### src/rtl/misc_exec_unit_buffered.sv
`default_nettype none
// ============================================================================
// Module      : misc_exec_unit_buffered
// Description : Misc execution unit. Executes NOP, HALT, IN, OUT and FLUSH
//               under an issue/complete handshake. OUT bytes go through a TX
//               FIFO so the core does not wait on the UART. IN/OUT move
//               1..MAX_BYTES bytes per instruction, least significant first.
//               Optional feature macro: MISC_CYCLE_COUNTER_EN adds a 32-bit
//               free-running cycle counter and the RDCYC opcode (9).
// Revision    : 1.0 - initial release
// ============================================================================
module misc_exec_unit_buffered #(
  parameter int TX_DEPTH  = 8,
  parameter int MAX_BYTES = 4
) (
  input  logic                        clk,
  input  logic                        reset_n,
  input  logic                        issue_valid,
  output logic                        issue_ready,
  input  logic [5:0]                  inst_num,
  input  logic [1:0]                  size,
  input  logic [31:0]                 rs,
  input  logic [31:0]                 rd,
  output logic [31:0]                 out,
  output logic                        completed,
  output logic                        halted,
  output logic [$clog2(TX_DEPTH):0]   tx_level,
  output logic [7:0]                  uart_in_data,
  output logic                        uart_in_valid,
  input  logic                        uart_in_ready,
  output logic                        uart_out_valid,
  input  logic [7:0]                  uart_out_data,
  input  logic                        uart_out_ready
);

  localparam int               c_ADDR_W  = $clog2(TX_DEPTH);
  localparam int               c_PTR_W   = c_ADDR_W + 1;
  localparam logic [c_ADDR_W:0] c_FULL    = c_PTR_W'(TX_DEPTH);
  localparam logic [c_ADDR_W:0] c_PTR_ONE = c_PTR_W'(1);
  localparam logic [1:0]       c_MAXL    = 2'(MAX_BYTES - 1);

  localparam logic [5:0] c_OP_HALT  = 6'd5;
  localparam logic [5:0] c_OP_IN    = 6'd6;
  localparam logic [5:0] c_OP_OUT   = 6'd7;
  localparam logic [5:0] c_OP_FLUSH = 6'd8;
`ifdef MISC_CYCLE_COUNTER_EN
  localparam logic [5:0] c_OP_RDCYC = 6'd9;
`endif

  // EXEC is the single-cycle slot shared by NOP, HALT, RDCYC and unknown ops
  localparam logic [2:0] c_S_IDLE   = 3'd0;
  localparam logic [2:0] c_S_EXEC   = 3'd1;
  localparam logic [2:0] c_S_IN     = 3'd2;
  localparam logic [2:0] c_S_OUT    = 3'd3;
  localparam logic [2:0] c_S_FLUSH  = 3'd4;
  localparam logic [2:0] c_S_HALTED = 3'd5;

  logic [2:0]          r_state;
  logic [2:0]          w_state_nxt;
  logic                r_live;
  logic [5:0]          r_op;
  logic [1:0]          r_nlast;
  logic [1:0]          r_k;
  logic [31:0]         r_rs;
  logic [31:0]         r_buf;
  logic [31:0]         r_out;
  logic                r_completed;
  logic                r_halted;
  logic                r_rx_valid;

  logic [7:0]          r_mem [TX_DEPTH];
  logic [c_ADDR_W:0]   r_wptr;
  logic [c_ADDR_W:0]   r_rptr;
  logic [c_ADDR_W:0]   w_level;
  logic                w_empty;
  logic                w_full;
  logic                w_push;
  logic                w_pop;
  logic [7:0]          w_tx_byte;

  logic                w_accept;
  logic                w_cap;
  logic                w_last;
  logic [1:0]          w_nlast;
  logic [31:0]         w_in_merged;

`ifdef MISC_CYCLE_COUNTER_EN
  logic [31:0]         r_cyc;
  logic [31:0]         r_cyc_lat;

  // Free-running cycle counter, wraps naturally at 2^32
  always_ff @(posedge clk or negedge reset_n) begin
    if (!reset_n) r_cyc <= '0;
    else          r_cyc <= r_cyc + 32'd1;
  end
`endif

  assign w_level   = r_wptr - r_rptr;
  assign w_empty   = (w_level == '0);
  assign w_full    = (w_level == c_FULL);
  // Fullness uses the registered level, so a same-cycle pop never frees a slot
  assign w_push    = (r_state == c_S_OUT) && !w_full;
  assign w_pop     = !w_empty && uart_in_ready;
  assign w_tx_byte = r_rs[{r_k, 3'b000} +: 8];

  assign w_accept  = issue_valid && issue_ready;
  assign w_cap     = (r_state == c_S_IN) && r_rx_valid && uart_out_ready;
  assign w_last    = (r_k == r_nlast);
  assign w_nlast   = (size > c_MAXL) ? c_MAXL : size;

  assign out            = r_out;
  assign completed      = r_completed;
  assign halted         = r_halted;
  assign tx_level       = w_level;
  assign uart_in_valid  = !w_empty;
  assign uart_in_data   = w_empty ? 8'h00 : r_mem[r_rptr[c_ADDR_W-1:0]];
  assign uart_out_valid = r_rx_valid;

  // Final IN result: buffered lanes with the byte being captured dropped in
  always_comb begin
    w_in_merged = r_buf;
    w_in_merged[{r_k, 3'b000} +: 8] = uart_out_data;
  end

  // FSM state register; r_live holds issue_ready low until the first edge after reset
  always_ff @(posedge clk or negedge reset_n) begin
    if (!reset_n) begin
      r_state <= c_S_IDLE;
      r_live  <= 1'b0;
    end else begin
      r_state <= w_state_nxt;
      r_live  <= 1'b1;
    end
  end

  // FSM next-state decode
  always_comb begin
    w_state_nxt = r_state;
    case (r_state)
      c_S_IDLE: begin
        if (w_accept) begin
          case (inst_num)
            c_OP_IN:    w_state_nxt = c_S_IN;
            c_OP_OUT:   w_state_nxt = c_S_OUT;
            c_OP_FLUSH: w_state_nxt = c_S_FLUSH;
            default:    w_state_nxt = c_S_EXEC;
          endcase
        end
      end
      c_S_EXEC:   w_state_nxt = (r_op == c_OP_HALT) ? c_S_HALTED : c_S_IDLE;
      c_S_IN:     if (w_cap && w_last)  w_state_nxt = c_S_IDLE;
      c_S_OUT:    if (w_push && w_last) w_state_nxt = c_S_IDLE;
      c_S_FLUSH:  if (w_empty)          w_state_nxt = c_S_IDLE;
      c_S_HALTED: w_state_nxt = c_S_HALTED;
      default:    w_state_nxt = c_S_IDLE;
    endcase
  end

  // FSM outputs
  always_comb begin
    issue_ready = r_live && (r_state == c_S_IDLE);
  end

  // Instruction latch, byte sequencing, result and completion pulse
  always_ff @(posedge clk or negedge reset_n) begin
    if (!reset_n) begin
      r_op        <= '0;
      r_nlast     <= '0;
      r_k         <= '0;
      r_rs        <= '0;
      r_buf       <= '0;
      r_out       <= '0;
      r_completed <= 1'b0;
      r_halted    <= 1'b0;
      r_rx_valid  <= 1'b0;
`ifdef MISC_CYCLE_COUNTER_EN
      r_cyc_lat   <= '0;
`endif
    end else begin
      r_completed <= 1'b0;
      case (r_state)
        c_S_IDLE: begin
          if (w_accept) begin
            r_op       <= inst_num;
            r_nlast    <= w_nlast;
            r_k        <= '0;
            r_rs       <= rs;
            r_buf      <= rd;
            r_rx_valid <= (inst_num == c_OP_IN);
`ifdef MISC_CYCLE_COUNTER_EN
            r_cyc_lat  <= r_cyc;
`endif
          end
        end
        c_S_EXEC: begin
          if (r_op == c_OP_HALT) begin
            r_out    <= 32'hFFFF_FFFF;
            r_halted <= 1'b1;
          end
`ifdef MISC_CYCLE_COUNTER_EN
          else if (r_op == c_OP_RDCYC) begin
            r_out       <= r_cyc_lat;
            r_completed <= 1'b1;
          end
`endif
          else begin
            r_completed <= 1'b1;
          end
        end
        c_S_IN: begin
          if (w_cap) begin
            // Drop valid for one cycle after every captured byte
            r_rx_valid <= 1'b0;
            r_buf[{r_k, 3'b000} +: 8] <= uart_out_data;
            if (w_last) begin
              r_out       <= w_in_merged;
              r_completed <= 1'b1;
            end else begin
              r_k <= r_k + 2'd1;
            end
          end else if (!r_rx_valid) begin
            r_rx_valid <= 1'b1;
          end
        end
        c_S_OUT: begin
          if (w_push) begin
            if (w_last) r_completed <= 1'b1;
            else        r_k <= r_k + 2'd1;
          end
        end
        c_S_FLUSH: begin
          if (w_empty) r_completed <= 1'b1;
        end
        default: ;
      endcase
    end
  end

  // TX FIFO pointers; the extra top bit separates full from empty
  always_ff @(posedge clk or negedge reset_n) begin
    if (!reset_n) begin
      r_wptr <= '0;
      r_rptr <= '0;
    end else begin
      if (w_push) r_wptr <= r_wptr + c_PTR_ONE;
      if (w_pop)  r_rptr <= r_rptr + c_PTR_ONE;
    end
  end

  // TX FIFO storage; contents are don't-care while the slot is not occupied
  always_ff @(posedge clk) begin
    if (w_push) r_mem[r_wptr[c_ADDR_W-1:0]] <= w_tx_byte;
  end

endmodule
`default_nettype wire
### config.mk
export PLATFORM = sky130hd
export DESIGN_NAME = misc_exec_unit_buffered
export DESIGN_NICKNAME = d
export VERILOG_FILES = /design/src/rtl/misc_exec_unit_buffered.sv
export SDC_FILE = /design/constraint.sdc
export NUM_CORES = 1
export LEC_CHECK = 0
export ABC_AREA = 1
export CORE_MARGIN = 5
export CORE_UTILIZATION = 55
export DETAILED_ROUTE_END_ITERATION = 10
export DONT_BUFFER_PORTS = 1
export GPL_ROUTABILITY_DRIVEN = 0
export PLACE_DENSITY = 0.76
export RECOVER_POWER = 25
export REMOVE_ABC_BUFFERS = 1
export SLEW_MARGIN = 20
export SYNTH_ARGS = -nofsm -noshare
export SYNTH_HDL_FRONTEND = slang
export SYNTH_SLANG_ARGS = --single-unit
### constraint.sdc
create_clock -name clk -period 5.4 [get_ports clk]
set_input_delay 1.62 -clock clk [delete_from_list [all_inputs] [get_ports clk]]
set_output_delay 1.62 -clock clk [all_outputs]
set_load 0.1 [all_outputs]
* Yosys cells after proc, flatten, opt, wreduce, memory -nomap -nowiden *
Memory sizes are Yosys's and may differ from the RTL's.
Index checks and enable logic that the tools add are counted.

cells by class
  magnitude comparators = 1
  eq/ne operators = 19
  add/sub/neg operators = 5
  shift-type cells = 3
  reduce and logical (&&, ||, !) cells = 22
  multiplexer cells = 33

operators by type and width
  cell                    count
  $mux 32                 5
  $pmux 32 s2             2
  $bwmux 32               1
  $shift 8x7->32 const A  1
  $shiftx 32x6->8         1
  $shiftx 8x7->32         1
  $eq 6x3->1 const B      3
  $pmux 3 s6              1
  $mux 3                  5
  $ne 2x2->1 const B      6
  $reduce_and 4->1        3
  $mux 2                  5
  $mux 1                  9
  $pmux 3 s3              1
  $add 4x1->4 const B     2
  $logic_and 1x1->1       8
  $mux 8                  1
  $neg 5->7               1
  $eq 3x2->1 const B      2
  $eq 3x3->1 const B      2
  $eq 6x4->1 const B      1
  $pmux 2 s3              1
  $reduce_and 2->1        3
  $eq 4x4->1 const B      1
  other kinds (14)        17

storage, ports and cells
  input port bits = 85
  bits in writable memories = 64
  output and inout bits = 49
  bits in registers = 121
  memories kept = 1
  logic and storage cells = 97

memories
  memory  words  bits a word  rd ports  clocked after Yosys merged registers in  write ports  RTL line  text
  r_mem   8      8            1         0                                        1            71        logic [7:0] r_mem [TX_DEPTH];

* Logic depth before layout (Yosys ltp) *
Gate-level depths: netlist (run 1).

  depth in word-level cells = 7
  depth in mapped cells = 14
  depth with buffers taken out = 14

* Worst setup path before layout (run 1) *
Ideal clock, no wire load.

  path type = register -> output
  start point = register r_rptr[1]
  end point = output port uart_in_data[0]
  path buffers = 2
  data required time = 3.780 ns
  arrival = 6.392 ns
  cell stages (with the launch flop) = 12
  slack = -2.612 ns
  cells stage by stage = dfrtp_1 -> buf_2 -> clkinv_1 -> clkbuf_1 -> fa_1 -> nand2_1 -> inv_1 -> nor2_1 -> nor2_1 -> nand3_1 -> clkinv_1 -> nor3_1

on the way
  word-level cells in the longest chain between the ends = 3
  elaborated cells between the ends (all ways) = 4
  classes of those cells = add/sub (1); mux (1); reduce/logical (1); memory (1)

ends and longest elaborated chain
  element                 RTL line  text
  from (decl)             73        logic [c_ADDR_W:0] r_rptr;
  from (signal assigned)  246       if (w_pop) r_rptr <= r_rptr + c_PTR_ONE;
  $sub 4x4->4             98        assign w_level = r_wptr - r_rptr;
  via tx_level[2]         27        output logic [$clog2(TX_DEPTH):0] tx_level,
  $logic_not 4->1         99        assign w_empty = (w_level == '0);
  $mux 8                  116       assign uart_in_data = w_empty ? 8'h00 : r_mem[r_rptr[c_ADDR_W-1:0]];
  to (decl)               28        output logic [7:0] uart_in_data,

The timed path passes the listed nets, and every way through them passes these cells.

* Worst setup path after layout (run 1) *
  start point = register r_rptr[0]
  end point = output port uart_in_data[3]

on the way
  word-level cells in the longest chain between the ends = 3
  elaborated cells between the ends (all ways) = 4
  classes of those cells = add/sub (1); mux (1); reduce/logical (1); memory (1)

ends and longest elaborated chain
  element          RTL line
  $sub 4x4->4      98
  $logic_not 4->1  99
  $mux 8 (*)       116

Every way passes the cells marked *; elsewhere a longest branch is shown, timed or not.

==> results.sh, run 1 <==
export IMPL_status="finished, final reports clean"
export IMPL_cts_sinks=185
export IMPL_antenna_found_initial=2
export IMPL_grt_pass1_wl_um=32390
export IMPL_worst_pin_slew_ns=1.023
export IMPL_worst_hold_path_type="register to register"
export IMPL_crit_path_end_kind="output port"
export IMPL_synth_top_cell_by_area="dfrtp_1"
export IMPL_whs_path_depth=2
export IMPL_period_share_pct=89.09
export IMPL_cts_buffers=17
export IMPL_pin_count=134
export IMPL_synth_common_cells="193 x nand2_1, 121 x dfrtp_1, 65 x nor2_1"
export IMPL_die_x_um=134.1
export IMPL_cap_violations=0
export IMPL_hold_slack_ns=0.4842
export IMPL_vias_per_cell=5.948
export IMPL_seq_area_frac_synth_pct=58.45
export IMPL_relSlewSlack_pct=31.52
export IMPL_netlist_area_um2=8468
export IMPL_layout_min_cycle_time_ns=4.811
export IMPL_vias=6329
export IMPL_cts_clk_slew_worst_paths_ns=0.07
export IMPL_start_kind="register"
export IMPL_ant_nets=0
export IMPL_worstRegToRegCells=11
export IMPL_grt_max_degree=122
export IMPL_synth_area_leaders="dfrtp_1 36%, edfxtp_1 23%, nand2_1 8.6%"
export IMPL_synth_most_common_cell="nand2_1"
export IMPL_grt_setup_unrepaired="no"
export IMPL_synth_top_area_share_pct=35.76
export IMPL_ys_async_sr_fraction_pct=65.41
export IMPL_wirelength_um=20380
export IMPL_hold_violations=0
export IMPL_syn_avg_cell_area_um2=9.778
export IMPL_worstPathMaxFanout=36
export IMPL_synth_edf_count=64
export IMPL_cts_hold_fix_buffers=0
export IMPL_synth_main_ff_cell="dfrtp_1"
export IMPL_route_detailed_drc=0
export IMPL_finalSetupTns_ns=0
export IMPL_area_growth_pct=11.78
export IMPL_ys_types=36
export IMPL_first_pass_iters=5
export IMPL_postSynthCellCount=866
export IMPL_grt_use_met2_pct=36.50
export IMPL_wl_per_cell_um=19.16
export IMPL_dpl_hpwl_um=13370
export IMPL_drv_slew=0
export IMPL_setup_violations=0
export IMPL_clockBufferDepth=2
export IMPL_nNetsFinal=957
export IMPL_start_util_pct=55.91
export IMPL_core_area_um2=15150
export IMPL_clockRootBuffer="clkbuf_16"
export IMPL_layout_drive_gt1_share_pct=13.04
export IMPL_top_usage_layer="met2"
export IMPL_fin_skew_ns=0.01249
export IMPL_grt_overflow=0
export IMPL_first_iter_violations=535
export IMPL_clk_latency_ns=0.43
export IMPL_grt_util_met3_pct=8.927
export IMPL_arrival_ns=3.19
export IMPL_portBuffers=0
export IMPL_postCtsResizedCells=0
export IMPL_die_area_um2=17980
export IMPL_cts_setup_buffers=0
export IMPL_grt_usage_pct=23.05
export IMPL_cts_tree="yes"
export IMPL_rows=45
export IMPL_ys_warn_count=0
export IMPL_grt_pass1_vias=6221
export IMPL_synth_seq_cells=185
export IMPL_cts_htree_levels=4
export IMPL_crit_type="register to output port"
export IMPL_fmax_mhz=207.9
export IMPL_met1_usage_pct=28.82
export IMPL_die_y_um=134.1
export IMPL_worstPathRequired_ns=3.78
export IMPL_nFillCells=1148
==> metal layers <==
| metal | routed length [µm] | vias to the layer above | share of wire, % |
|---|---|---|---|
| met3 | 1940 | 37 | 9.5 |
| li1 | - | 2966 | - |
| met4 | 469 | 2 | 2.3 |
| met1 | 8123 | 3076 | 40 |
| met2 | 9837 | 248 | 48 |
| met5 | 12 | - | 0.059 |
==> final timing paths <==
| kind | from | to | slack, ns |
|---|---|---|---|
| min in group asynchronous | reset_n | out[4] | 0.89 |
| hold / removal | r_op[3] | r_op[3] | 0.48 |
| hold reg to reg | r_op[3] | r_op[3] | 0.48 |
| max in group asynchronous | reset_n | r_wptr[0] | 4.32 |
| setup / recovery | r_rptr[0] | uart_in_data[3] | 0.59 |
| setup reg to reg | r_rptr[2] | r_mem[0][1] | 1.38 |
==> flip-flops by register name, indices dropped and copies added (netlist names) <==
name,cells
r_live,1
r_rptr,4
r_op,6
completed,1
r_mem,64
r_rs,32
uart_out_valid,1
r_state,3
r_nlast,2
out,32
r_wptr,4
r_buf,32
halted,1
r_k,2
==> critical path, cell delays in order, from the launching register on <==
cell and delay (ns):
dfrtp_1 0.32, buf_4 0.34, ha_1 0.22, inv_1 0.06, fa_1 0.38, nand2_1 0.08, inv_1 0.04, nor2_2 0.09
nor2_1 0.08, nand3_1 0.11, clkinv_1 0.38, nor3_2 0.44, buf_16 0.21
==> area by class of cell <==
type / count / area, µm² / share of cell area [%]
diodes: 2 / 5.005 / 0.05288
clock buffers: 17 / 425.4 / 4.494
clock inverters: 15 / 173.9 / 1.837
inverters: 57 / 214.0 / 2.260
multi-input cells: 579 / 3152 / 33.30
flip-flops and latches: 185 / 4950 / 52.29
well taps: 188 / 235.2 / 2.485
repair buffers: 21 / 310.3 / 3.278
==> through the flow <==
stage	cell area, µm²	worst slack [ns]	cells	util (%)
3_5_place_dp	8859	1.008	1030	58.49
2_1_floorplan	8267	-2.820	821	-
5_1_grt	9465	0.3364	1064	62.49
3_3_place_gp	8859	1.111	1030	58.49
6_report	9465	0.5890	1064	62.49
4_1_cts	9458	0.5609	1062	62.45
==> cells by family (layout without fill, tap and decap cells) <==
family          after synthesis  count (layout)  share of synthesized area (%)
compound gates              187             187                          13.00
xor+xnor                      5               5                         0.5172
fa+ha+maj                    11              11                          1.714
buf+inv                     102             110                          4.905
flops                       185             185                          58.45
mux                          35              35                          4.654
other cells                   1               3                        0.04428
simple gates                340             340                          16.71
==> layout by cell type (no fill, tap or decap), drive strengths merged <==
master    count
dfrtp       121
clkbuf       20
a21oi        52
nor2         67
o21ai        77
nand3        61
o211ai       21
clkinv        8
fa            1
edfxtp       64
o221ai       12
buf          18
mux2         35
bufinv        3
nand4         1
nor4          1
xor2          3
diode         2
xnor2         2
inv          58
or2           2
o22ai         8
o21bai        1
clkinvlp      3
a22oi        16
ha           10
nor3         13
conb          1
nand2       195
Power of run 1 is left out: the tool's default activity adds up to more than one toggle a clock period on the data nets, which glitch-free logic cannot reach.
==> run 2, diff against run 1 <==
--- a/config.mk
+++ b/config.mk
@@ -6,14 +6,16 @@
 export NUM_CORES = 1
 export LEC_CHECK = 0
 export ABC_AREA = 1
+export CAP_MARGIN = 20
 export CORE_MARGIN = 5
-export CORE_UTILIZATION = 55
+export CORE_UTILIZATION = 40
 export DETAILED_ROUTE_END_ITERATION = 10
 export DONT_BUFFER_PORTS = 1
 export GPL_ROUTABILITY_DRIVEN = 0
-export PLACE_DENSITY = 0.76
+export PLACE_DENSITY = 0.6
 export RECOVER_POWER = 25
 export REMOVE_ABC_BUFFERS = 1
+export SKIP_LAST_GASP = 1
 export SLEW_MARGIN = 20
 export SYNTH_ARGS = -nofsm -noshare
 export SYNTH_HDL_FRONTEND = slang
==> results.sh, run 2 (synthesis results as in run 1) <==
export IMPL_cts_buffers=17
export IMPL_nFillCells=2024
export IMPL_dp_cells=1117
export IMPL_grt_pass1_vias=6167
export IMPL_fin_cells=1151
export IMPL_nNetsFinal=957
export IMPL_grt_overflow=0
export IMPL_critPathTopFamily="buffers and inverters"
export IMPL_grt_pass1_wl_um=33510
export IMPL_layout_min_cycle_time_ns=4.672
export IMPL_drv_slew=0
export IMPL_first_pass_iters=4
export IMPL_whs_path_depth=2
export IMPL_postCtsResizedCells=0
export IMPL_cts_sinks=185
export IMPL_core_area_um2=20960
export IMPL_setup_violations=0
export IMPL_pin_count=134
export IMPL_route_detailed_drc=0
export IMPL_fmax_mhz=214.1
export IMPL_cts_setup_buffers=0
export IMPL_start_kind="register"
export IMPL_rows=53
export IMPL_arrival_ns=3.05
export IMPL_largest_reg_flops=64
export IMPL_worstRegToRegCells=11
export IMPL_cts_clk_slew_worst_paths_ns=0.07
export IMPL_hold_violations=0
export IMPL_cp_slowest_stage_delay_ns=0.56
export IMPL_grt_setup_unrepaired="no"
export IMPL_path_buf_inv=3
export IMPL_clockRootBuffer="clkbuf_16"
export IMPL_die_y_um=155.5
export IMPL_grt_usage_pct=17.44
export IMPL_worst_pin_slew_ns=1.105
export IMPL_crit_chain="inv_2 > ha_1 > a21oi_1 > nand3_1 > nand3_1 > clkinv_1 > nor3_2 > buf_16"
export IMPL_vias_per_cell=5.255
export IMPL_clockBufferDepth=2
export IMPL_vias=6049
export IMPL_critPathSlowestCell="dfrtp_1"
export IMPL_wl_per_cell_um=18.02
export IMPL_cap_violations=0
export IMPL_cts_hold_fix_buffers=0
export IMPL_crit_path_end_kind="output port"
export IMPL_fin_util_pct=45.56
export IMPL_die_x_um=155.5
export IMPL_worstPathRequired_ns=3.78
export IMPL_period_share_pct=86.51
export IMPL_final_area_um2=9547
export IMPL_place_area_um2=8977
export IMPL_cts_tree="yes"
export IMPL_crit_cells=8
export IMPL_start_util_pct=40.41
export IMPL_cpMostUsedCell="nand3_1"
export IMPL_finalSetupTns_ns=0
export IMPL_dpl_hpwl_um=13860
export IMPL_die_area_um2=24180
export IMPL_area_growth_pct=12.74
export IMPL_grt_max_degree=122
export IMPL_layout_drive_gt1_share_pct=13.16
export IMPL_final_common_cell="nand2_1"
export IMPL_status="finished, final reports clean"
export IMPL_ant_nets=0
export IMPL_first_iter_violations=536
export IMPL_relSlewSlack_pct=26.09
export IMPL_worstPathMaxFanout=10
export IMPL_antenna_found_initial=5
export IMPL_cts_htree_levels=4
export IMPL_layout_common_cells="192 x nand2_1, 121 x dfrtp_1, 64 x nor2_1, 64 x edfxtp_1, 60 x nand3_1"
export IMPL_portBuffers=0
export IMPL_crit_type="register to output port"
export IMPL_wirelength_um=20750
export IMPL_fin_skew_ns=0.01653
export IMPL_clk_latency_ns=0.43
export IMPL_worst_hold_path_type="register to register"
[run 2: path summary, 6_finish.rpt]
path,startpoint,endpoint,slack (ns)
setup / recovery,r_rptr[2],uart_in_data[3],0.73
hold / removal,r_op[1],r_op[1],0.49
setup reg to reg,r_rptr[2],r_mem[0][5],1.54
hold reg to reg,r_op[1],r_op[1],0.49
max in group asynchronous,reset_n,r_rs[2],4.28
min in group asynchronous,reset_n,r_rptr[1],0.88
[run 2: per-layer routing]
metal	part of all wire [%]	wire, µm	global-route usage [%]
met2	49	10080	28.64
met5	0.17	35	0
met4	0.91	189	4.627
met1	43	8941	22.00
met3	7.2	1502	6.314
[run 2: stage by stage]
step / worst slack (ns) / hold slack [ns]
after floorplan: -2.820 / 0.4426
after global placement: 1.283 / 0.4690
after detailed placement: 1.133 / 0.4753
after CTS: 0.6594 / 0.4917
after global routing: 0.5352 / 0.5107
final: 0.7283 / 0.4879
[run 2: cell type report]
class                   count  area (µm²)  share of cell area [%]
flip-flops and latches    185        4950                   51.85
multi-input cells         579        3152                   33.01
clock buffers              17       425.4                   4.456
well taps                 275       344.1                   3.604
repair buffers             21       317.8                   3.329
inverters                  57       214.0                   2.241
clock inverters            15       138.9                   1.455
diodes                      2       5.005                 0.05242
[run 2: worst min-delay path: cells and delay by family (launching register included)]
family        cells  cell delay [ns]
flops             1             0.36
simple gates      2             0.10
Power of run 2 is left out for the same reason.
==> run 3, diff against run 2 <==
--- a/config.mk
+++ b/config.mk
@@ -8,13 +8,14 @@
 export ABC_AREA = 1
 export CAP_MARGIN = 20
 export CORE_MARGIN = 5
-export CORE_UTILIZATION = 40
+export CORE_UTILIZATION = 29
 export DETAILED_ROUTE_END_ITERATION = 10
 export DONT_BUFFER_PORTS = 1
 export GPL_ROUTABILITY_DRIVEN = 0
-export PLACE_DENSITY = 0.6
+export PLACE_DENSITY = 0.49
 export RECOVER_POWER = 25
 export REMOVE_ABC_BUFFERS = 1
+export SETUP_SLACK_MARGIN = 0.05
 export SKIP_LAST_GASP = 1
 export SLEW_MARGIN = 20
 export SYNTH_ARGS = -nofsm -noshare
==> results.sh, run 3 (synthesis results as in run 1) <==
export IMPL_status="finished, final reports clean"
export IMPL_antenna_found_initial=4
export IMPL_vias=6057
export IMPL_worstPathRequired_ns=3.78
export IMPL_vias_per_cell=4.811
export IMPL_hold_slack_ns=0.4822
export IMPL_crit_path_end_kind="output port"
export IMPL_hold_violations=0
export IMPL_ant_nets=0
export IMPL_nNetsFinal=958
export IMPL_wirelength_um=22620
export IMPL_critPathSlowestCell="dfrtp_1"
export IMPL_portBuffers=0
export IMPL_die_x_um=180.9
export IMPL_die_y_um=180.9
export IMPL_clk_latency_ns=0.42
export IMPL_layout_min_cycle_time_ns=4.920
export IMPL_crit_chain="inv_1 > ha_1 > inv_1 > fa_1 > nand2_1 > inv_1 > nor2_2 > nor2_1 > nand3_1 > buf_4 > clkinv_1 > nor3_2 > buf_16"
export IMPL_cts_hold_fix_buffers=0
export IMPL_clockRootBuffer="clkbuf_16"
export IMPL_drv_slew=0
export IMPL_wl_per_cell_um=17.97
export IMPL_rows=62
export IMPL_cts_htree_levels=4
export IMPL_grt_pass1_vias=6168
export IMPL_largest_reg_flops=64
export IMPL_cpMostUsedCell="inv_1"
export IMPL_fin_skew_ns=0.01327
export IMPL_first_pass_iters=5
export IMPL_layout_common_cells="193 x nand2_1, 121 x dfrtp_1, 64 x nor2_1, 64 x edfxtp_1, 60 x nand3_1"
export IMPL_cp_slowest_stage_delay_ns=0.43
export IMPL_diodes=0
export IMPL_die_area_um2=32720
export IMPL_final_common_cell="nand2_1"
export IMPL_start_util_pct=29.42
export IMPL_core_area_um2=28780
export IMPL_grt_setup_unrepaired="no"
export IMPL_place_area_um2=9119
export IMPL_dpl_hpwl_um=15510
export IMPL_final_area_um2=9707
export IMPL_grt_overflow=0
export IMPL_cts_buffers=17
export IMPL_layout_drive_gt1_share_pct=13.14
export IMPL_worst_pin_slew_ns=1.045
export IMPL_setup_violations=0
export IMPL_period_share_pct=91.10
export IMPL_crit_type="register to output port"
export IMPL_fmax_mhz=203.3
export IMPL_cts_sinks=185
export IMPL_grt_pass1_wl_um=35950
export IMPL_relSlewSlack_pct=30.15
export IMPL_grt_max_degree=122
export IMPL_cap_violations=0
export IMPL_pin_count=134
export IMPL_cts_clk_slew_worst_paths_ns=0.08
export IMPL_clockBufferDepth=2
export IMPL_route_detailed_drc=0
export IMPL_worst_hold_path_type="register to register"
export IMPL_postCtsResizedCells=0
export IMPL_cts_setup_buffers=0
export IMPL_cts_tree="yes"
export IMPL_arrival_ns=3.30
export IMPL_area_growth_pct=14.63
export IMPL_grt_usage_pct=13.80
export IMPL_start_kind="register"
export IMPL_worstPathMaxFanout=9
export IMPL_first_iter_violations=413
run 3: path summary, 6_finish.rpt:
check	start	to	slack, ns	depth (start not counted)
max in group asynchronous	reset_n	r_rs[9]	4.32	0
min in group asynchronous	reset_n	out[26]	0.88	0
max reg2reg	r_rptr[2]	r_mem[1][1]	1.55	11
min reg2reg	r_op[1]	r_op[1]	0.48	2
min	r_op[1]	r_op[1]	0.48	2
max	r_wptr[0]	uart_in_data[7]	0.48	13
run 3: metal layers:
metal	wire length, µm	vias up	GRT usage, %
li1	-	2960	-
met1	9782	2924	17.55
met2	10770	144	22.37
met3	1832	21	5.651
met4	187	8	2.662
met5	46	-	0
run 3: critical path, delay by kind of cell (launching register included):
family,cells,cell delay [ns]
simple gates,5,0.75
fa+ha+maj,2,0.52
flops,1,0.43
buf+inv,6,1.15
run 3: area by class of cell:
type                    count  area, µm²
repair buffers             22      325.3
fillers                  2976      19070
clock buffers              19      457.9
flip-flops and latches    185       4950
well taps                 384      480.5
clock inverters            13      130.1
multi-input cells         579       3149
inverters                  57      214.0
run 3: stage by stage:
step           worst slack, ns  setup TNS [ns]  util [%]  instances
5_1_grt                 0.2500               0     33.73       1259
3_5_place_dp            0.8811               0     31.68       1227
2_1_floorplan           -2.820          -22.74         -        821
6_report                0.4803               0     33.73       1259
4_1_cts                 0.4115               0     33.73       1259
3_3_place_gp             1.016               0     31.68       1227
Power of run 3 is left out for the same reason.
==> patch, RTL diff (config.mk and constraints of run 3) <==
Register the output `tx_level`, without a reset; this adds one clock of latency there. The other outputs are not delayed to match.
--- a/src/rtl/misc_exec_unit_buffered.sv
+++ b/src/rtl/misc_exec_unit_buffered.sv
@@ -112,5 +112,7 @@
   assign completed      = r_completed;
   assign halted         = r_halted;
-  assign tx_level       = w_level;
+  always_ff @(posedge clk) begin
+    tx_level <= w_level;
+  end
   assign uart_in_valid  = !w_empty;
   assign uart_in_data   = w_empty ? 8'h00 : r_mem[r_rptr[c_ADDR_W-1:0]];
Formal check against the unedited RTL: not equivalent (Yosys sat finds a counterexample within 4 cycles, from zero or initial values and one cycle with reset_n low).
==> patch against run 3 <==
Final cell count is 8.7% higher. Setup slack better by 0.19 ns. Sequential cell count is 4 higher. Via count is 4.8% higher. Worst hold slack worse by 0.0011 ns. Count of clock-buffer cells in the layout is 2 lower. Synthesized area is 4.4% higher. Routed wire length is 6.4% higher. Non-clock buffer count is 6 lower. Final area is 2.3% higher.
Power is left out: the tool's default activity adds up to more than one toggle a clock period on the data nets, which glitch-free logic cannot reach.
==> patch: results (changes against run 3) <==
Critical path
  – Reg2reg start: r_rptr[0]
  – Crit Path Max Fanout: 20 (+11)
  – CP max stage delay: 0.73 ns (+0.30 ns)
  – Worst reg-to-reg setup slack: 2.06 ns (+0.51 ns)
  – Crit path capture: uart_in_data[4]
  – Crit path from: r_rptr[0]
  – Worst r2r path cells: 10 (-1)
  – Critical Path AT: 3.11 ns (-0.19 ns)
  – Critical path's top delay family: flip-flops
  – Worst reg2reg endpoint: r_mem[0][3]

Yosys
  – Seq/Total Area, Yosys: 56.87% (-1.6 points)
  – Ys async rst share: 64.02% (-1.4 points)
  – Main area contributors after synthesis: dfrtp_1, edfxtp_1, nand2_1, o21ai_0, nor2_1
  – Yosys cell types: 37 (+2.8%)
  – Post-Syn Area per Cell: 9.118 um^2 (-6.8%)

Timing
  – Final Hold Slack: 0.4811 ns (-0.001143 ns)
  – Fin worst setup slack: 0.6715 ns (+0.1912 ns)
  – Slew @ Worst Pin: 0.9989 ns (-0.04627 ns)
  – Clock skew: 0.01321 ns (-0.00005120 ns)

Layout
  – Max FFs per register: 64 (unchanged)
  – Finished Cell Area: 9931 um^2 (+2.3%)
  – Final net count: 1056 (+10%)
  – Finished Layout Cells: 1369 (+8.7%)
  – Fillers: 3121 (+4.9%)
  – Share of cells above drive strength 1: 10.59% (-2.6 points)

Min path
  – Hold path endpoint: r_rs[18]
  – Hold path start: r_rs[18]

Place
  – Placed cell count: 1337 (+9.0%)
  – Place WS: 1.065 ns (+0.1837 ns)
  – Cell Area, Placed: 9313 um^2 (+2.1%)
  – DPL Wire Length: 16240 um (+4.7%)

Drt
  – WL met2: 11580 um (+7.5%)
  – Routed met3 length: 1698 um (-7.3%)
  – WL/cell: 17.57 um (-2.2%)
  – Routed via count divided by cell count: 4.636 (-3.6%)
  – DR iter-0 viols: 329 (-20%)
  – Initial DRT Pass Iterations: 4 (-1)
  – WL met1: 10550 um (+7.9%)

Run status
  – Status: finished clean

GRT
  – Vias in the first global route: 6462 (+4.8%)
  – Global-route wire length before repair: 37730 um (+5.0%)
  – Global Route Usage Sum: 14.46% (+0.66 points)
  – GR met3 Demand/Resource: 5.131% (-0.52 points)
  – Met1 Resource Use GR: 18.73% (+1.2 points)
  – Grt met2 use: 23.40% (+1.0 points)
  – Antenna violations before repair: 1 (-3)

Clock tree
  – Later-pin clock latency in the skew report: 0.45 ns (+0.03 ns)
-- patch: cell types whose count changed after synthesis, moves of 12 or more --
cell / delta
mux2_2: -35
o21ai_0: +12
nand3_1: -39
o21ai_1: +13
nand2_1: +98
o221ai_1: -12
nor2_1: +21
o21bai_1: +15
or2_2: +14
o211ai_1: -21
o21ai_2: +14
-- patch: cells by family after synthesis --
group	after synthesis	synth area share (%)
compound gates	209	13.61
xor+xnor	3	0.2971
fa+ha+maj	11	1.641
buf+inv	112	5.955
flops	189	56.87
mux	8	0.9054
other cells	1	0.04240
simple gates	437	20.68
-- patch: cell type report --
class / instances / area share, %
repair buffers: 16 / 2.217
clock inverters: 15 / 1.940
inverters: 67 / 2.558
clock buffers: 17 / 4.284
flip-flops and latches: 189 / 50.65
well taps: 396 / 4.989
multi-input cells: 669 / 33.36
-- patch: tightest hold or removal path: stages (launching register included) --
cell and delay [ns]:
dfrtp_1 0.35, nand2_1 0.05, nand2_1 0.05
